--- src/rtl/ita_package.sv ---
// Shared types and sizing for the ITA output stage: tile geometry, address type and FIFO entry layout.
package ita_package;

    localparam int unsigned N            = 16;
    localparam int unsigned M            = 64;
    localparam int unsigned WI           = 8;
    localparam int unsigned OupFifoDepth = 4;
    localparam int unsigned AddrW        = 32;
    localparam int unsigned CntW         = 16;

    localparam int unsigned BeatsPerTile = M * M / N;
    localparam int unsigned BeatW        = $clog2(BeatsPerTile);
    localparam int unsigned RowW         = $clog2(M);

    typedef logic [CntW-1:0]  counter_t;
    typedef logic [AddrW-1:0] oup_addr_t;

    typedef struct packed {
        logic [N*WI-1:0] data;
        oup_addr_t       addr;
        logic [N-1:0]    strb;
        logic            last;
    } oup_entry_t;

endpackage

--- src/rtl/ita_oup_fifo.sv ---
// Synchronous FIFO of output entries; clear_i flushes and has priority over push/pop.
module ita_oup_fifo
    import ita_package::*;
#(
    parameter int unsigned Depth = OupFifoDepth
) (
    input  logic       clk_i,
    input  logic       rst_i,
    input  logic       clear_i,
    input  logic       push_i,
    input  oup_entry_t entry_i,
    input  logic       pop_i,
    output oup_entry_t entry_o,
    output logic       full_o,
    output logic       empty_o
);

    localparam int unsigned PtrW = (Depth > 1) ? $clog2(Depth) : 1;

    oup_entry_t      mem_q [Depth];
    logic [PtrW-1:0] wr_q, rd_q;
    logic [PtrW:0]   cnt_q;
    logic            do_push, do_pop;

    assign full_o  = (cnt_q == (PtrW+1)'(Depth));
    assign empty_o = (cnt_q == '0);
    assign do_push = push_i && !full_o;
    assign do_pop  = pop_i && !empty_o;
    assign entry_o = mem_q[rd_q];

    function automatic logic [PtrW-1:0] ptr_next(input logic [PtrW-1:0] p);
        return (p == PtrW'(Depth - 1)) ? '0 : p + 1'b1;
    endfunction

    always_ff @(posedge clk_i) begin
        if (do_push && !clear_i) begin
            mem_q[wr_q] <= entry_i;
        end
    end

    always_ff @(posedge clk_i) begin
        if (rst_i || clear_i) begin
            wr_q  <= '0;
            rd_q  <= '0;
            cnt_q <= '0;
        end else begin
            if (do_push) wr_q <= ptr_next(wr_q);
            if (do_pop)  rd_q <= ptr_next(rd_q);
            unique case ({do_push, do_pop})
                2'b10:   cnt_q <= cnt_q + 1'b1;
                2'b01:   cnt_q <= cnt_q - 1'b1;
                default: cnt_q <= cnt_q;
            endcase
        end
    end

endmodule

--- src/rtl/ita_output_stage.sv ---
// Tags requantized beats with address/strobe from tile coordinates and buffers them towards memory.
// Optional ITA_OUP_CHECK_EN enables the sticky tile-coordinate consistency check on err_o.
module ita_output_stage
    import ita_package::*;
(
    input  logic              clk_i,
    input  logic              rst_i,
    input  logic              clear_i,
    input  counter_t          tile_x_i,
    input  counter_t          tile_y_i,
    input  counter_t          first_dim_i,
    input  counter_t          second_dim_i,
    input  logic [AddrW-1:0]  row_stride_i,
    input  logic [AddrW-1:0]  base_addr_i,
    input  logic              inp_valid_i,
    output logic              inp_ready_o,
    input  logic [N*WI-1:0]   inp_data_i,
    output logic              oup_valid_o,
    input  logic              oup_ready_i,
    output logic [N*WI-1:0]   oup_data_o,
    output logic [AddrW-1:0]  oup_addr_o,
    output logic [N-1:0]      oup_strb_o,
    output logic              oup_last_o,
    output logic              err_o
);

    logic [BeatW-1:0] beat_q, beat_d;
    counter_t         tx_q, ty_q, fd_q, sd_q;
    oup_addr_t        stride_q, base_q;

    counter_t         tx_s, ty_s, fd_s, sd_s;
    oup_addr_t        stride_s, base_s;
    oup_addr_t        grow, gcol;
    logic [RowW-1:0]  row;
    logic [BeatW-RowW-1:0] cgrp;

    logic       accept, pop, full, empty, tile_start;
    oup_entry_t entry_in, entry_out;

    assign inp_ready_o = !rst_i && !full;
    assign accept      = inp_valid_i && inp_ready_o;
    assign oup_valid_o = !empty;
    assign pop         = oup_valid_o && oup_ready_i;
    assign tile_start  = (beat_q == '0);

    // Beat 0 is tagged from the live inputs; the rest of the tile uses the copy latched with it.
    assign tx_s     = tile_start ? tile_x_i     : tx_q;
    assign ty_s     = tile_start ? tile_y_i     : ty_q;
    assign fd_s     = tile_start ? first_dim_i  : fd_q;
    assign sd_s     = tile_start ? second_dim_i : sd_q;
    assign stride_s = tile_start ? row_stride_i : stride_q;
    assign base_s   = tile_start ? base_addr_i  : base_q;

    assign row  = beat_q[RowW-1:0];
    assign cgrp = beat_q[BeatW-1:RowW];
    assign grow = AddrW'(ty_s) * AddrW'(M) + AddrW'(row);
    assign gcol = AddrW'(tx_s) * AddrW'(M) + AddrW'(cgrp) * AddrW'(N);

    always_comb begin
        entry_in      = '0;
        entry_in.data = inp_data_i;
        entry_in.addr = base_s + grow * stride_s + gcol;
        entry_in.last = (beat_q == BeatW'(BeatsPerTile - 1));
        for (int unsigned i = 0; i < N; i++) begin
            entry_in.strb[i] = (grow < AddrW'(fd_s)) && (gcol + AddrW'(i) < AddrW'(sd_s));
        end
    end

    always_comb begin
        beat_d = beat_q;
        if (clear_i) begin
            beat_d = '0;
        end else if (accept) begin
            beat_d = (beat_q == BeatW'(BeatsPerTile - 1)) ? '0 : beat_q + 1'b1;
        end
    end

    always_ff @(posedge clk_i) begin
        if (rst_i) begin
            beat_q   <= '0;
            tx_q     <= '0;
            ty_q     <= '0;
            fd_q     <= '0;
            sd_q     <= '0;
            stride_q <= '0;
            base_q   <= '0;
        end else begin
            beat_q <= beat_d;
            if (accept && tile_start) begin
                tx_q     <= tile_x_i;
                ty_q     <= tile_y_i;
                fd_q     <= first_dim_i;
                sd_q     <= second_dim_i;
                stride_q <= row_stride_i;
                base_q   <= base_addr_i;
            end
        end
    end

    ita_oup_fifo #(
        .Depth (OupFifoDepth)
    ) u_fifo (
        .clk_i   (clk_i),
        .rst_i   (rst_i),
        .clear_i (clear_i),
        .push_i  (accept),
        .entry_i (entry_in),
        .pop_i   (pop),
        .entry_o (entry_out),
        .full_o  (full),
        .empty_o (empty)
    );

    assign oup_data_o = entry_out.data;
    assign oup_addr_o = entry_out.addr;
    assign oup_strb_o = entry_out.strb;
    assign oup_last_o = entry_out.last;

`ifdef ITA_OUP_CHECK_EN
    logic err_q;

    always_ff @(posedge clk_i) begin
        if (rst_i || clear_i) begin
            err_q <= 1'b0;
        end else if (accept && !tile_start && (tile_x_i != tx_q || tile_y_i != ty_q)) begin
            err_q <= 1'b1;
        end
    end

    assign err_o = err_q;
`else
    assign err_o = 1'b0;
`endif

endmodule

--- config.mk ---
export PLATFORM = sky130hd
export DESIGN_NAME = ita_output_stage
export DESIGN_NICKNAME = d
export VERILOG_FILES = /design/src/rtl/ita_package.sv /design/src/rtl/ita_oup_fifo.sv /design/src/rtl/ita_output_stage.sv
export SDC_FILE = /design/constraint.sdc
export NUM_CORES = 2
export LEC_CHECK = 0
export CORE_MARGIN = 3
export CORE_UTILIZATION = 65
export CTS_BUF_LIST = sky130_fd_sc_hd__clkbuf_8
export DETAILED_ROUTE_END_ITERATION = 8
export PLACE_DENSITY = 0.89
export SYNTH_ARGS = -nofsm -noshare
export SYNTH_HDL_FRONTEND = slang
export SYNTH_SLANG_ARGS = --single-unit
--- constraint.sdc ---
create_clock -name clk_i -period 26.8 [get_ports clk_i]
set_input_delay 2.68 -clock clk_i [delete_from_list [all_inputs] [get_ports clk_i]]
set_output_delay 2.68 -clock clk_i [all_outputs]
set_load 0.05 [all_outputs]
==> flow_summary.toml <==
[status]
status = "finished clean"

[power]
leakagePower_nw = 22.7
power_density_nw_per_um2 = 132
p_int_mw = 4.31
switchingPower_mw = 3.16
combPwrFrac = 0.565
pwr-share-seq = 0.292
pwr-share-clk = 0.143
p_total_mw = 7.47
peakVddDrop_mv = 0.412
switching_share = 0.423

[sta]
hold_viol = 0
timing.setup.tns_ns = 0
fmax_ghz = 0.0916
worst_slew_pin_slew_ns = 1.23
finalSetupViolations = 0
fin_crit_ns = 10.92
rsz0062_at_grt = "false"
period_share = 0.407
final.setup.worst_slack_ns = 15.88
fin_hold_ws_ns = 0.453
fin_worst_skew_ns = 0.0572
drv_slew = 0
max_slew_margin = 0.155

[final_layout]
drive_gt1_frac = 0.0988
area_growth_pct = 16.5
utilization = 0.771
layout.nets = 5058

[placed_design]
globalplace.congestion = 1.00
dp_hpwl_mm = 91.9
io_buffers = 439
pre_cts_ws_ns = 16.21

[global_routing]
grt.met2_usage = 0.547
grt_pass1_vias = 33600
grt_max_degree = 136
grt-ovfl-total = 0
grt_usage = 0.344
busiest_layer = "met2"
grtUsageMet1 = 0.432
use_met3 = 0.0898
grt_pass1_wl_mm = 200
antenna_found_initial = 13

[die]
die_area_um2 = 78200
die_x_um = 280
die_h_um = 280
core-area_um2 = 73600
initial_core_util = 0.662
rows = 99
ios = 441

[logic_synthesis]
synth.cell_area_um2 = 48700
ys_types = 67
synthesis.nets = 4596
synth_edf_count = 708
ys_ff_latch = 853
syn_area_per_cell_um2 = 12.9
yosys_warnings = 0
ys_seq_area_frac = 0.496
ys_top_cells_by_count = "708 x edfxtp_1, 609 x nand2_1, 524 x inv_1, 420 x fa_1, 259 x nor2_1"
synth.largest_area_cell = "edfxtp_1"
async_reset_ff_frac = 0
synthMostInstantiatedCell = "edfxtp_1"
synth_top_area_share = 0.437
syn_inst = 3768
synth_area_leaders = "edfxtp_1 44%, fa_1 17%, mux4_2 8.2%"
synth_top_flop_cell = "edfxtp_1"

[worst_setup_path]
startpoint_type = "flop"
crit_top_cell = "fa_1"
required_ns = 27.40
critical_path_depth = 29
crit_path_max_incr_delay_ns = 0.97
cpLargestDelayFamily = "adder cells"
r2r_cells = 29
critPathSlowestCell = "dfxtp_1"
path_buf_inv = 9
path_class = "reg2reg"
arrival_ns = 11.51
critPathCaptureType = "flop"
rrSetupSlack_ns = 15.88
critPathMaxFanout = 110

[route]
vias_per_cell = 6.08
postRouteAntennaNets = 0
drt_iter0_drc = 3813
post-route-drc-count = 0
drt_wl_total_mm = 133
wl_per_cell_um = 25.0
first_pass_iters = 6
vias = 32300

[clock_network]
cts-resized-gates = 0
post_cts_buffers = 0
htreeDepth = 4
numCtsBuffers = 135
clock_latency_ns = 0.82
clock_path_buffers = 3
tritoncts = "yes"
cts.clk_slew.worst_paths_ns = 0.06
hold_buffers = 0
clkSinkCount = 853
cts_root_buf = "clkbuf_8"

[worst_hold_path]
hp-class = "reg2reg"
hold_depth = 2

[flow_run]
maxCapViolCount = 0
-- through the flow --
stage | cells | cell area, µm²
after floorplan | 3768 | 48700
after global placement | 5052 | 54100
after detailed placement | 5052 | 54100
after CTS | 5293 | 56700
after global routing | 5304 | 56700
final | 5309 | 56700
-- final timing paths --
check / to / from
min: base_q[22] / base_q[22]
min reg2reg: base_q[22] / base_q[22]
max: u_fifo.mem_q[1][43] / beat_q[0]
max reg2reg: u_fifo.mem_q[1][43] / beat_q[0]
-- registers in the layout (all words and copies together), names as in the netlist, named ones only --
register / flops
base_q: 32
beat_q: 8
fd_q: 16
sd_q: 16
stride_q: 32
tx_q: 16
ty_q: 16
u_fifo.cnt_q: 3
u_fifo.mem_q: 708
u_fifo.rd_q: 2
u_fifo.wr_q: 2
-- worst min-delay path, delay by kind of cell, from the launching register on --
family	cells	cell delay, ns
flops	1	0.30
simple gates	1	0.05
compound gates	1	0.05
-- cell usage in the layout, fill, tap and decap left out, types with 26 or more instances in the layout --
cell and count:
edfxtp_1 708, mux2i_1 99, inv_1 580, nand2_1 607, nor2_1 258, xnor2_1 59, buf_4 41, and2_1 63
mux4_2 177, ha_1 147, dfxtp_1 143, clkdlybuf4s50_1 438, o21ai_0 26, clkbuf_8 144, a21oi_1 175, a21o_1 31
fa_1 420
-- power groups by stage --
stage	combinational, mW	sequential (mW)	clock, mW
2_1_floorplan	3.08	2.20	0
3_3_place_gp	3.99	2.20	0
3_5_place_dp	4.17	2.21	0
4_1_cts	4.20	2.18	1.08
5_1_grt	4.75	2.19	1.14
6_report	4.22	2.18	1.07
-- cells by family after synthesis --
family / count (synthesis) / share of synthesized area
mux: 281 / 0.104
compound gates: 281 / 0.0335
xor+xnor: 77 / 0.0150
simple gates: 1022 / 0.0870
fa+ha+maj: 567 / 0.210
flops: 853 / 0.496
buf+inv: 686 / 0.0543
other cells: 1 / 0.0000770
-- metal layers --
metal	share of wire	wire (µm)
met1	0.34	45800
met2	0.48	63600
met3	0.11	14500
met4	0.068	9070
met5	0.000068	9
-- area by class of cell --
class | count | area (µm²)
diodes | 16 | 40.0
clock buffers | 144 | 1980
clock inverters | 97 | 604
fillers | 4197 | 16900
inverters | 526 | 1970
multi-input cells | 2229 | 21900
flip-flops and latches | 853 | 24200
well taps | 959 | 1200
repair buffers | 485 | 4810
(Power assumes the default switching activity.)
